### config.mk
export PLATFORM = sky130hd
export DESIGN_NAME = keypad_scanner
export DESIGN_NICKNAME = d
export VERILOG_FILES = /design/src/rtl/keypad_pkg.sv /design/src/rtl/sync_2ff.sv /design/src/rtl/keypad_scanner.sv
export SDC_FILE = /design/constraint.sdc
export NUM_CORES = 1
export LEC_CHECK = 0
export ABC_CLOCK_PERIOD_IN_PS = 24600
export CORE_MARGIN = 10
export CORE_UTILIZATION = 69
export CTS_BUF_LIST = sky130_fd_sc_hd__clkbuf_4
export CTS_CLUSTER_SIZE = 40
export DETAILED_ROUTE_END_ITERATION = 12
export HOLD_SLACK_MARGIN = 0.06
export PLACE_DENSITY = 0.9
export SYNTH_ARGS = -nofsm -noshare
export SYNTH_HDL_FRONTEND = slang
export SYNTH_HIERARCHICAL = 1
export SYNTH_SLANG_ARGS = --single-unit
### constraint.sdc
create_clock -name clk -period 24.6 [get_ports clk]
set_clock_uncertainty 0.1 [all_clocks]
set_input_delay 4.92 -clock clk [delete_from_list [all_inputs] [get_ports clk]]
set_output_delay 4.92 -clock clk [all_outputs]
set_load 0.03 [all_outputs]
### src/rtl/keypad_pkg.sv
// Shared key indices and key decoding for the 4x4 keypad scanner.
// Key index is row-major: idx = 4*row + col.
package keypad_pkg;

    localparam int NUM_KEYS = 16;

    localparam int KEY_A    = 3;
    localparam int KEY_B    = 7;
    localparam int KEY_C    = 11;
    localparam int KEY_STAR = 12;
    localparam int KEY_HASH = 14;
    localparam int KEY_D    = 15;

    // Value written to the answer for a key; '*' clears to 0.
    function automatic logic [3:0] key_value(input logic [3:0] idx);
        logic [3:0] val;
        case (idx)
            4'd0:    val = 4'd1;
            4'd1:    val = 4'd2;
            4'd2:    val = 4'd3;
            4'd4:    val = 4'd4;
            4'd5:    val = 4'd5;
            4'd6:    val = 4'd6;
            4'd8:    val = 4'd7;
            4'd9:    val = 4'd8;
            4'd10:   val = 4'd9;
            4'd13:   val = 4'd0;
            default: val = 4'd0;
        endcase
        return val;
    endfunction

    // Keys that write the answer: digits 0-9 and '*'.
    function automatic logic key_is_entry(input logic [3:0] idx);
        logic hit;
        case (idx)
            4'd0, 4'd1, 4'd2, 4'd4, 4'd5, 4'd6,
            4'd8, 4'd9, 4'd10, 4'd12, 4'd13: hit = 1'b1;
            default:                         hit = 1'b0;
        endcase
        return hit;
    endfunction

endpackage

### src/rtl/sync_2ff.sv
// Width-parameterised two-flop synchronizer for asynchronous inputs.
module sync_2ff #(
    parameter int               WIDTH     = 1,
    parameter logic [WIDTH-1:0] RESET_VAL = '0
) (
    input  logic             clk,
    input  logic             reset,
    input  logic [WIDTH-1:0] d,
    output logic [WIDTH-1:0] q
);

    logic [WIDTH-1:0] meta_q, meta_d;
    logic [WIDTH-1:0] sync_q, sync_d;

    // Shift the input through two stages.
    always_comb begin
        meta_d = d;
        sync_d = meta_q;
    end

    // Synchronizer flops.
    always_ff @(posedge clk) begin
        if (reset) begin
            meta_q <= RESET_VAL;
            sync_q <= RESET_VAL;
        end else begin
            meta_q <= meta_d;
            sync_q <= sync_d;
        end
    end

    assign q = sync_q;

endmodule

### src/rtl/keypad_scanner.sv
// 4x4 matrix keypad scanner: column scan, snapshot debounce, press-event
// decode into the answer digit and the active-low check_answer strobe.
import keypad_pkg::*;

module keypad_scanner #(
    parameter int SCAN_CYCLES    = 12000,  // dwell per column, >= 4
    parameter int DEBOUNCE_SCANS = 20      // identical scans required, >= 2
) (
    input  logic       clk,
    input  logic       reset,
    input  logic [3:0] rows,
    output logic [3:0] cols,
    output logic [3:0] digit,
    output logic       digit_valid,
    output logic       check_answer
);

    localparam int DW = (SCAN_CYCLES > 1) ? $clog2(SCAN_CYCLES) : 1;
    localparam int CW = $clog2(DEBOUNCE_SCANS);
    localparam logic [DW-1:0] DWELL_LAST = DW'(SCAN_CYCLES - 1);
    localparam logic [CW-1:0] STABLE_MAX = CW'(DEBOUNCE_SCANS - 1);

    logic [3:0]    rows_sync;
    logic [DW-1:0] dwell_q, dwell_d;
    logic [1:0]    col_idx_q, col_idx_d;
    logic [15:0]   snap_q, snap_d;           // column-major: bit 4*col + row
    logic [15:0]   prev_snap_q, prev_snap_d;
    logic [CW-1:0] stable_cnt_q, stable_cnt_d;
    logic [15:0]   deb_keys_q, deb_keys_d;   // row-major key index
    logic [15:0]   deb_prev_q, deb_prev_d;
    logic [3:0]    digit_q, digit_d;
    logic          digit_valid_q, digit_valid_d;
    logic          check_answer_q, check_answer_d;

    logic          last_dwell;
    logic          scan_end;
    logic [3:0]    col_sample;
    logic [15:0]   snap_upd;   // snapshot including this cycle's column sample
    logic [15:0]   snap_keys;  // snap_upd re-ordered into key-index order
    logic [15:0]   new_keys;
    logic [4:0]    new_count;
    logic [3:0]    new_idx;

    // Rows are pulled up, so the idle synchronizer value is all ones.
    sync_2ff #(
        .WIDTH     (4),
        .RESET_VAL (4'hF)
    ) u_rows_sync (
        .clk   (clk),
        .reset (reset),
        .d     (rows),
        .q     (rows_sync)
    );

    assign last_dwell = (dwell_q == DWELL_LAST);
    assign scan_end   = last_dwell && (col_idx_q == 2'd3);

    generate
        for (genvar gi = 0; gi < 4; gi++) begin : g_col
            assign col_sample[gi]      = last_dwell && (col_idx_q == 2'(gi));
            assign snap_upd[4*gi +: 4] = col_sample[gi] ? ~rows_sync : snap_q[4*gi +: 4];
        end
        for (genvar gi = 0; gi < 4; gi++) begin : g_row
            for (genvar gj = 0; gj < 4; gj++) begin : g_key
                assign snap_keys[4*gi + gj] = snap_upd[4*gj + gi];
            end
        end
    endgenerate

    assign new_keys = deb_keys_q & ~deb_prev_q;

    // Count the newly pressed keys and locate one of them.
    always_comb begin
        new_count = '0;
        new_idx   = '0;
        for (int i = 0; i < NUM_KEYS; i++) begin
            if (new_keys[i]) begin
                new_count = new_count + 5'd1;
                new_idx   = 4'(i);
            end
        end
    end

    // Next-state: scan counters, debounce and event decode.
    always_comb begin
        dwell_d        = last_dwell ? '0 : dwell_q + DW'(1);
        col_idx_d      = last_dwell ? col_idx_q + 2'd1 : col_idx_q;
        snap_d         = snap_upd;
        prev_snap_d    = prev_snap_q;
        stable_cnt_d   = stable_cnt_q;
        deb_keys_d     = deb_keys_q;
        deb_prev_d     = deb_keys_q;
        digit_d        = digit_q;
        digit_valid_d  = 1'b0;
        check_answer_d = ~deb_keys_q[KEY_HASH];

        if (scan_end) begin
            prev_snap_d = snap_upd;
            if (snap_upd == prev_snap_q) begin
                stable_cnt_d = (stable_cnt_q == STABLE_MAX) ? STABLE_MAX
                                                            : stable_cnt_q + CW'(1);
            end else begin
                stable_cnt_d = '0;
            end
            if (stable_cnt_d == STABLE_MAX) begin
                deb_keys_d = snap_keys;
            end
        end

        // Only a lone new digit or '*' writes the answer.
        if ((new_count == 5'd1) && key_is_entry(new_idx)) begin
            digit_d       = key_value(new_idx);
            digit_valid_d = 1'b1;
        end
    end

    // State registers.
    always_ff @(posedge clk) begin
        if (reset) begin
            dwell_q        <= '0;
            col_idx_q      <= '0;
            snap_q         <= '0;
            prev_snap_q    <= '0;
            stable_cnt_q   <= '0;
            deb_keys_q     <= '0;
            deb_prev_q     <= '0;
            digit_q        <= '0;
            digit_valid_q  <= 1'b0;
            check_answer_q <= 1'b1;
        end else begin
            dwell_q        <= dwell_d;
            col_idx_q      <= col_idx_d;
            snap_q         <= snap_d;
            prev_snap_q    <= prev_snap_d;
            stable_cnt_q   <= stable_cnt_d;
            deb_keys_q     <= deb_keys_d;
            deb_prev_q     <= deb_prev_d;
            digit_q        <= digit_d;
            digit_valid_q  <= digit_valid_d;
            check_answer_q <= check_answer_d;
        end
    end

    assign cols         = ~(4'b0001 << col_idx_q);
    assign digit        = digit_q;
    assign digit_valid  = digit_valid_q;
    assign check_answer = check_answer_q;

endmodule
; ---- Word-level counts from Yosys, hierarchy flattened
; Memories as Yosys holds them, arrays and structs flattened. A register that Yosys moved wholly into a read port is not among the register bits.
; Index checks and enable logic that the tools add are counted.
[totals]
reg_bits = 95
rom_bits = 80
in_bits = 6
out_inout_bits = 10
wordCells = 92
mem_count = 2
[memory_table]
columns = memory, words, width, read_ports, rd_clocked_by_memory_dff, wr, line
row1 = (name not given), 16, 4, 1, 1, 0, keypad_pkg.sv:17  ; case (idx)
row2 = (name not given), 16, 1, 1, 0, 0, keypad_pkg.sv:36  ; case (idx)
[op_classes]
add_sub_neg = 18
n_eq_ne = 8
n_shift = 1
n_mux = 39
bitwise = 5
n_reduce_logical = 8
[op_table]
columns = cell, count
row1 = 5-bit two-way mux, 18
row2 = "5-bit by 1-bit adder with 5-bit output, second input constant", 16
row3 = 4-bit two-way mux, 18
row4 = 16-bit bitwise AND, 1
row5 = 16-bit equality test, 1
row6 = 16-bit inverter, 1
row7 = "14-bit by 1-bit adder with 14-bit output, second input constant", 1
row8 = "14-bit equality test, second input constant", 1
row9 = "5-bit equality test, second input constant", 2
row10 = 4-bit inverter, 2
row11 = "5-bit by 1-bit equality test with 1-bit output, second input constant", 1
row12 = 1-bit logical AND, 5
row13 = "2-bit equality test, second input constant", 2
row14 = "1-bit by 2-bit left shift with 4-bit output, first input constant", 1
row15 = 1-bit two-way mux, 3
row16 = "2-bit by 1-bit adder with 2-bit output, second input constant", 1
row17 = "2-bit by 1-bit equality test with 1-bit output, second input constant", 1
row18 = 2-bit logical NOT, 1
row19 = 2-bit AND reduction, 1
row20 = 2-bit OR reduction, 1
row21 = 1-bit inverter, 1

; ---- Logic depth before layout (Yosys ltp)
[logic_depth]
ltp_word = 36
ltp_mapped = 46
ltp_nobuf = 46

; ---- By module
; Netlist, hierarchy kept.
[modules_own_cells]
columns = module, n_inst, cells_per_inst, area_per_inst_um2
row1 = keypad_scanner, 1, 619, 5266.3
row2 = sync_2ff, 1, 16, 210.2

; ---- Least setup slack after synthesis
; Ideal clock, no wire load.
[synth_timing]
path_type = register to register
from = reg deb_keys_q[1]
to = reg digit_q[0] (netlist: digit[0])
setup_time_ns = 0.072
arrival_time_ns = 7.840
required_time_ns = 24.428
slack_ns = 16.588
path_stages_with_launch = 44
cell_sequence = dfxtp_1 nor2b_1 inv_1 ha_1 nor3b_1 a21o_1 ha_1 nor2b_1 nor2_1 ha_1 nand2_1 o31ai_1 ha_1 nand2b_1 nand2_1 inv_1 ha_1 nand2_1 (+8 left out) ha_1 nand2_1 nand2_1 ha_1 nor2_1 nor2_1 ha_1 a22oi_1 nor2_1 ha_1 nand2_1 nand2_1 ha_1 mux2_2 nor4b_4 nand3_1 o211ai_2 mux2i_1
[synth_between]
elab_chain_cells = 32
word_cells_on_any_way = 48
classes_between = 14 x add/sub / 1 x eq/ne / 30 x mux / 1 x bitwise / 1 x reduce/logical / 1 x memory
[synth_lines]
columns = element, line
row1 = "start, declared", keypad_scanner.sv:29  ; logic [15:0] deb_keys_q, deb_keys_d;
row2 = "start signal, assigned", keypad_scanner.sv:136  ; deb_keys_q <= deb_keys_d;
row3 = 16-bit bitwise AND (*), keypad_scanner.sv:70  ; assign new_keys = deb_keys_q & ~deb_prev_q;
row4 = 5-bit two-way mux, keypad_scanner.sv:77  ; if (new_keys[i]) begin
row5 = 5-bit by 1-bit adder with 5-bit output, keypad_scanner.sv:78  ; new_count = new_count + 5'd1;
row6 = 5-bit two-way mux, keypad_scanner.sv:77
row7 = 5-bit by 1-bit adder with 5-bit output, keypad_scanner.sv:78
row8 = 5-bit two-way mux, keypad_scanner.sv:77
row9 = 5-bit by 1-bit adder with 5-bit output, keypad_scanner.sv:78
row10 = 5-bit two-way mux, keypad_scanner.sv:77
row11 = (+16 left out), --
row12 = 5-bit by 1-bit adder with 5-bit output, keypad_scanner.sv:78
row13 = 5-bit two-way mux, keypad_scanner.sv:77
row14 = 5-bit by 1-bit adder with 5-bit output, keypad_scanner.sv:78
row15 = 5-bit two-way mux, keypad_scanner.sv:77
row16 = 5-bit by 1-bit adder with 5-bit output, keypad_scanner.sv:78
row17 = 5-bit two-way mux, keypad_scanner.sv:77
row18 = 5-bit by 1-bit equality test with 1-bit output, keypad_scanner.sv:111  ; if ((new_count == 5'd1) && key_is_entry(new_idx)) begin
row19 = 1-bit logical AND, keypad_scanner.sv:111
row20 = "end, declared", keypad_scanner.sv:31  ; logic [3:0] digit_q, digit_d;
; Every way passes the cells marked *; elsewhere a longest branch is shown, timed or not.
; A chain may end at the register's enable or synchronous reset.

; ---- Worst setup path in the final report
[layout_timing]
from = reg deb_keys_q[1]
to = reg digit_q[3] (netlist: digit[3])
; Same word-level chain as after synthesis.

==> qor.yml <==
status: "finished, final reports clean"
overflow: 0
rsz0062_at_grt: "no"
hold_viol: 0
clk_pin_slew_ns: 0.15
grt_pass1_vias: 4276
path_delay_family: "adder cells"
seq_area_sq_um: 1980
min_delay_path_depth: 1
postCtsHoldBufs: 0
synth.cell_area_sq_um: 5480
synth.area.top_cells: "dfxtp_1 (36%), nor2_1 (5.7%), xor2_1 (5.4%)"
port_buffers: 15
relSlewSlack_pct: 52.7
grt_usage_pct: 19.0
tightest_slew_ns: 0.710
grt_pass1_wl_microns: 18800
max-vdd-ir-drop_uv: 47.6
grt_max_degree: 77
synth_ff_type: "dfxtp_1"
wl_microns: 11000
crit_arrival_ns: 9.37
hp-class: "reg -> reg"
worstRegToRegCells: 46
dieArea_sq_um: 11900
initial_core_util_pct: 70.9
n_fill_cell: 533
cts_sinks: 99
critPathBufInv: 3
cp_max_fo: 5
drc: 0
syn_to_final_growth_pct: 6.31
yosysSeqAreaShare_pct: 36.2
place_congestion: 0.948
antenna_found_initial: 0
dp_hpwl_microns: 8230
cp_slowest_cell: "dfxtp_1"
core_area_sq_um: 7730
p_leak_nw: 2.63
num_antenna_cells: 0
vias: 4396
initialDrtViolationCount: 318
whs_endpoint: "u_rows_sync/q[3]"
power.density_nw_per_um2: 43.2
avgSynthCellArea_sq_um: 8.62
vias_per_cell: 5.88
pin_count: 16
crit_top_cell: "ha_1"
min-delay-start: "u_rows_sync/meta_q[3]"
rows: 32
critPathMaxStageDelay_ns: 0.37
cp-end-kind: "register"
synth_nets: 664
cts_root_buf: "clkbuf_4"
synth_edf_count: 0
multi_input_area_sq_um: 3330
critPathLaunchType: "register"
whs_ns: 0.319
yosys_warnings: 6
reg2reg_from: "deb_keys_q[1]"
die_w_microns: 109
postCtsResizedCells: 0
cts_tree: "done"
cts_max_level: 3
worstPathRequired_ns: 24.88
max_freq_mhz: 110
clk_latency_ns: 0.44
numCtsBuffers: 9
r2r_end: "digit[3]"
setup_viol: 0
max_cap_violations: 0
synth_top_area_cell: "dfxtp_1"
drt_first_pass_iters: 5
drtAntennaViolNets: 0
fin_crit_ns: 9.09
netlist_instances: 635
period_share_pct: 36.9
ff2ff_setup_slack_ns: 15.51
crit_type: "reg -> reg"
setup_tns_ns: 0
chipHeight_microns: 109
clock_path_buffers: 2
maxSlewViolCount: 0
wire_per_inst_microns: 14.7
cts_setup_buffers: 0
nets: 670
synth-seq-cells: 99
ys_types: 63
synth_top_area_share_pct: 36.2
async_flop_share_pct: 0
drive_above_1_share_pct: 6.50
## kinds of logic after synthesis
logic type / count (synthesis) / share of synthesized area (%)
xor+xnor: 64 / 12.7
simple gates: 289 / 27.9
flops: 99 / 36.2
compound gates: 92 / 10.2
buf+inv: 43 / 3.15
fa+ha+maj: 23 / 5.25
mux: 25 / 4.59
## per-layer routing
metal  up-vias  wire length, microns  GRT usage [%]  share of wire (%)
met1      2080                  4740           22.1                 43
li1       2185                     -              -                  -
met4         0                   169           6.40                1.5
met5         -                     0              0                  0
met2       114                  5540           33.9                 50
met3        17                   522           3.72                4.8
## cell usage after synthesis (all sizes together) (3+ instances only)
library cell / n
a21o: 6
nand3b: 9
nand2b: 21
a31oi: 4
clkbuf: 18
o211ai: 3
xor2: 34
nand2: 48
and3: 3
xnor2: 23
a211oi: 3
o21ai: 23
or3: 3
nand4b: 6
dfxtp: 99
nor3: 22
or4b: 3
nor2: 83
nor4: 8
nand4: 6
a21oi: 37
nor2b: 44
inv: 21
mux2i: 24
nand3: 13
or2: 11
xnor3: 7
ha: 23
buf: 4
## through the flow
stage	area [sq um]	std cells	util [%]	setup slack (ns)	power, mW
after floorplan	5480	635	-	16.59	0.169
after global placement	5680	732	73.5	16.23	0.170
after detailed placement	5680	732	73.5	15.63	0.170
after CTS	5820	748	75.3	15.58	0.254
after global routing	5820	748	75.3	14.85	0.260
final	5820	748	75.3	15.51	0.252
## power breakdown
group	switching (mW)	internal (mW)	leakage, nW	total [mW]
logic	0.00297	0.00164	1.75	0.00461
clock network	0.0510	0.0338	0.0737	0.0849
registers	0.000670	0.161	0.800	0.162
total	0.0547	0.197	2.63	0.252
## how the worst max path moves through the flow
stage,start,cells past startpoint,endpoint,slack (ns)
after floorplan,deb_keys_q[1],43,digit[0],16.59
after CTS,deb_keys_q[1],43,digit[3],15.58
after detailed placement,deb_keys_q[1],43,digit[3],15.63
after global routing,deb_keys_q[1],46,digit[3],14.85
after global placement,deb_keys_q[1],43,digit[0],16.23
final,deb_keys_q[1],46,digit[3],15.51
## cells in the final DEF (no fill, tap or decap), drive strengths merged, types with 7 or more instances in the layout
| cell type | count |
|---|---|
| nand2 | 48 |
| xnor2 | 23 |
| o21ai | 23 |
| nor4 | 8 |
| nand2b | 21 |
| ha | 23 |
| xnor3 | 7 |
| nor2 | 83 |
| or2 | 11 |
| a21oi | 37 |
| xor2 | 34 |
| nor2b | 44 |
| clkdlybuf4s50 | 14 |
| inv | 22 |
| nand3b | 9 |
| nor3 | 22 |
| dfxtp | 99 |
| nand3 | 13 |
| clkbuf | 11 |
| mux2i | 24 |
## state kept, by name, indices dropped and copies added (netlist names)
signal / flops
stable_cnt_q: 5
snap_q: 16
dwell_q: 14
digit_valid: 1
check_answer: 1
deb_prev_q: 16
prev_snap_q: 16
col_idx_q: 2
digit: 4
deb_keys_q: 16
u_rows_sync/meta_q: 4
u_rows_sync/q: 4
## cell type report
cell class | instances | area share [%]
multi-input cells | 493 | 57.2
clock buffers | 11 | 1.42
inverters | 21 | 1.35
clock inverters | 5 | 1.07
repair buffers | 17 | 2.75
well taps | 102 | 2.19
flip-flops and latches | 99 | 34.0
Note: power is estimated with default switching activity, not from simulation.
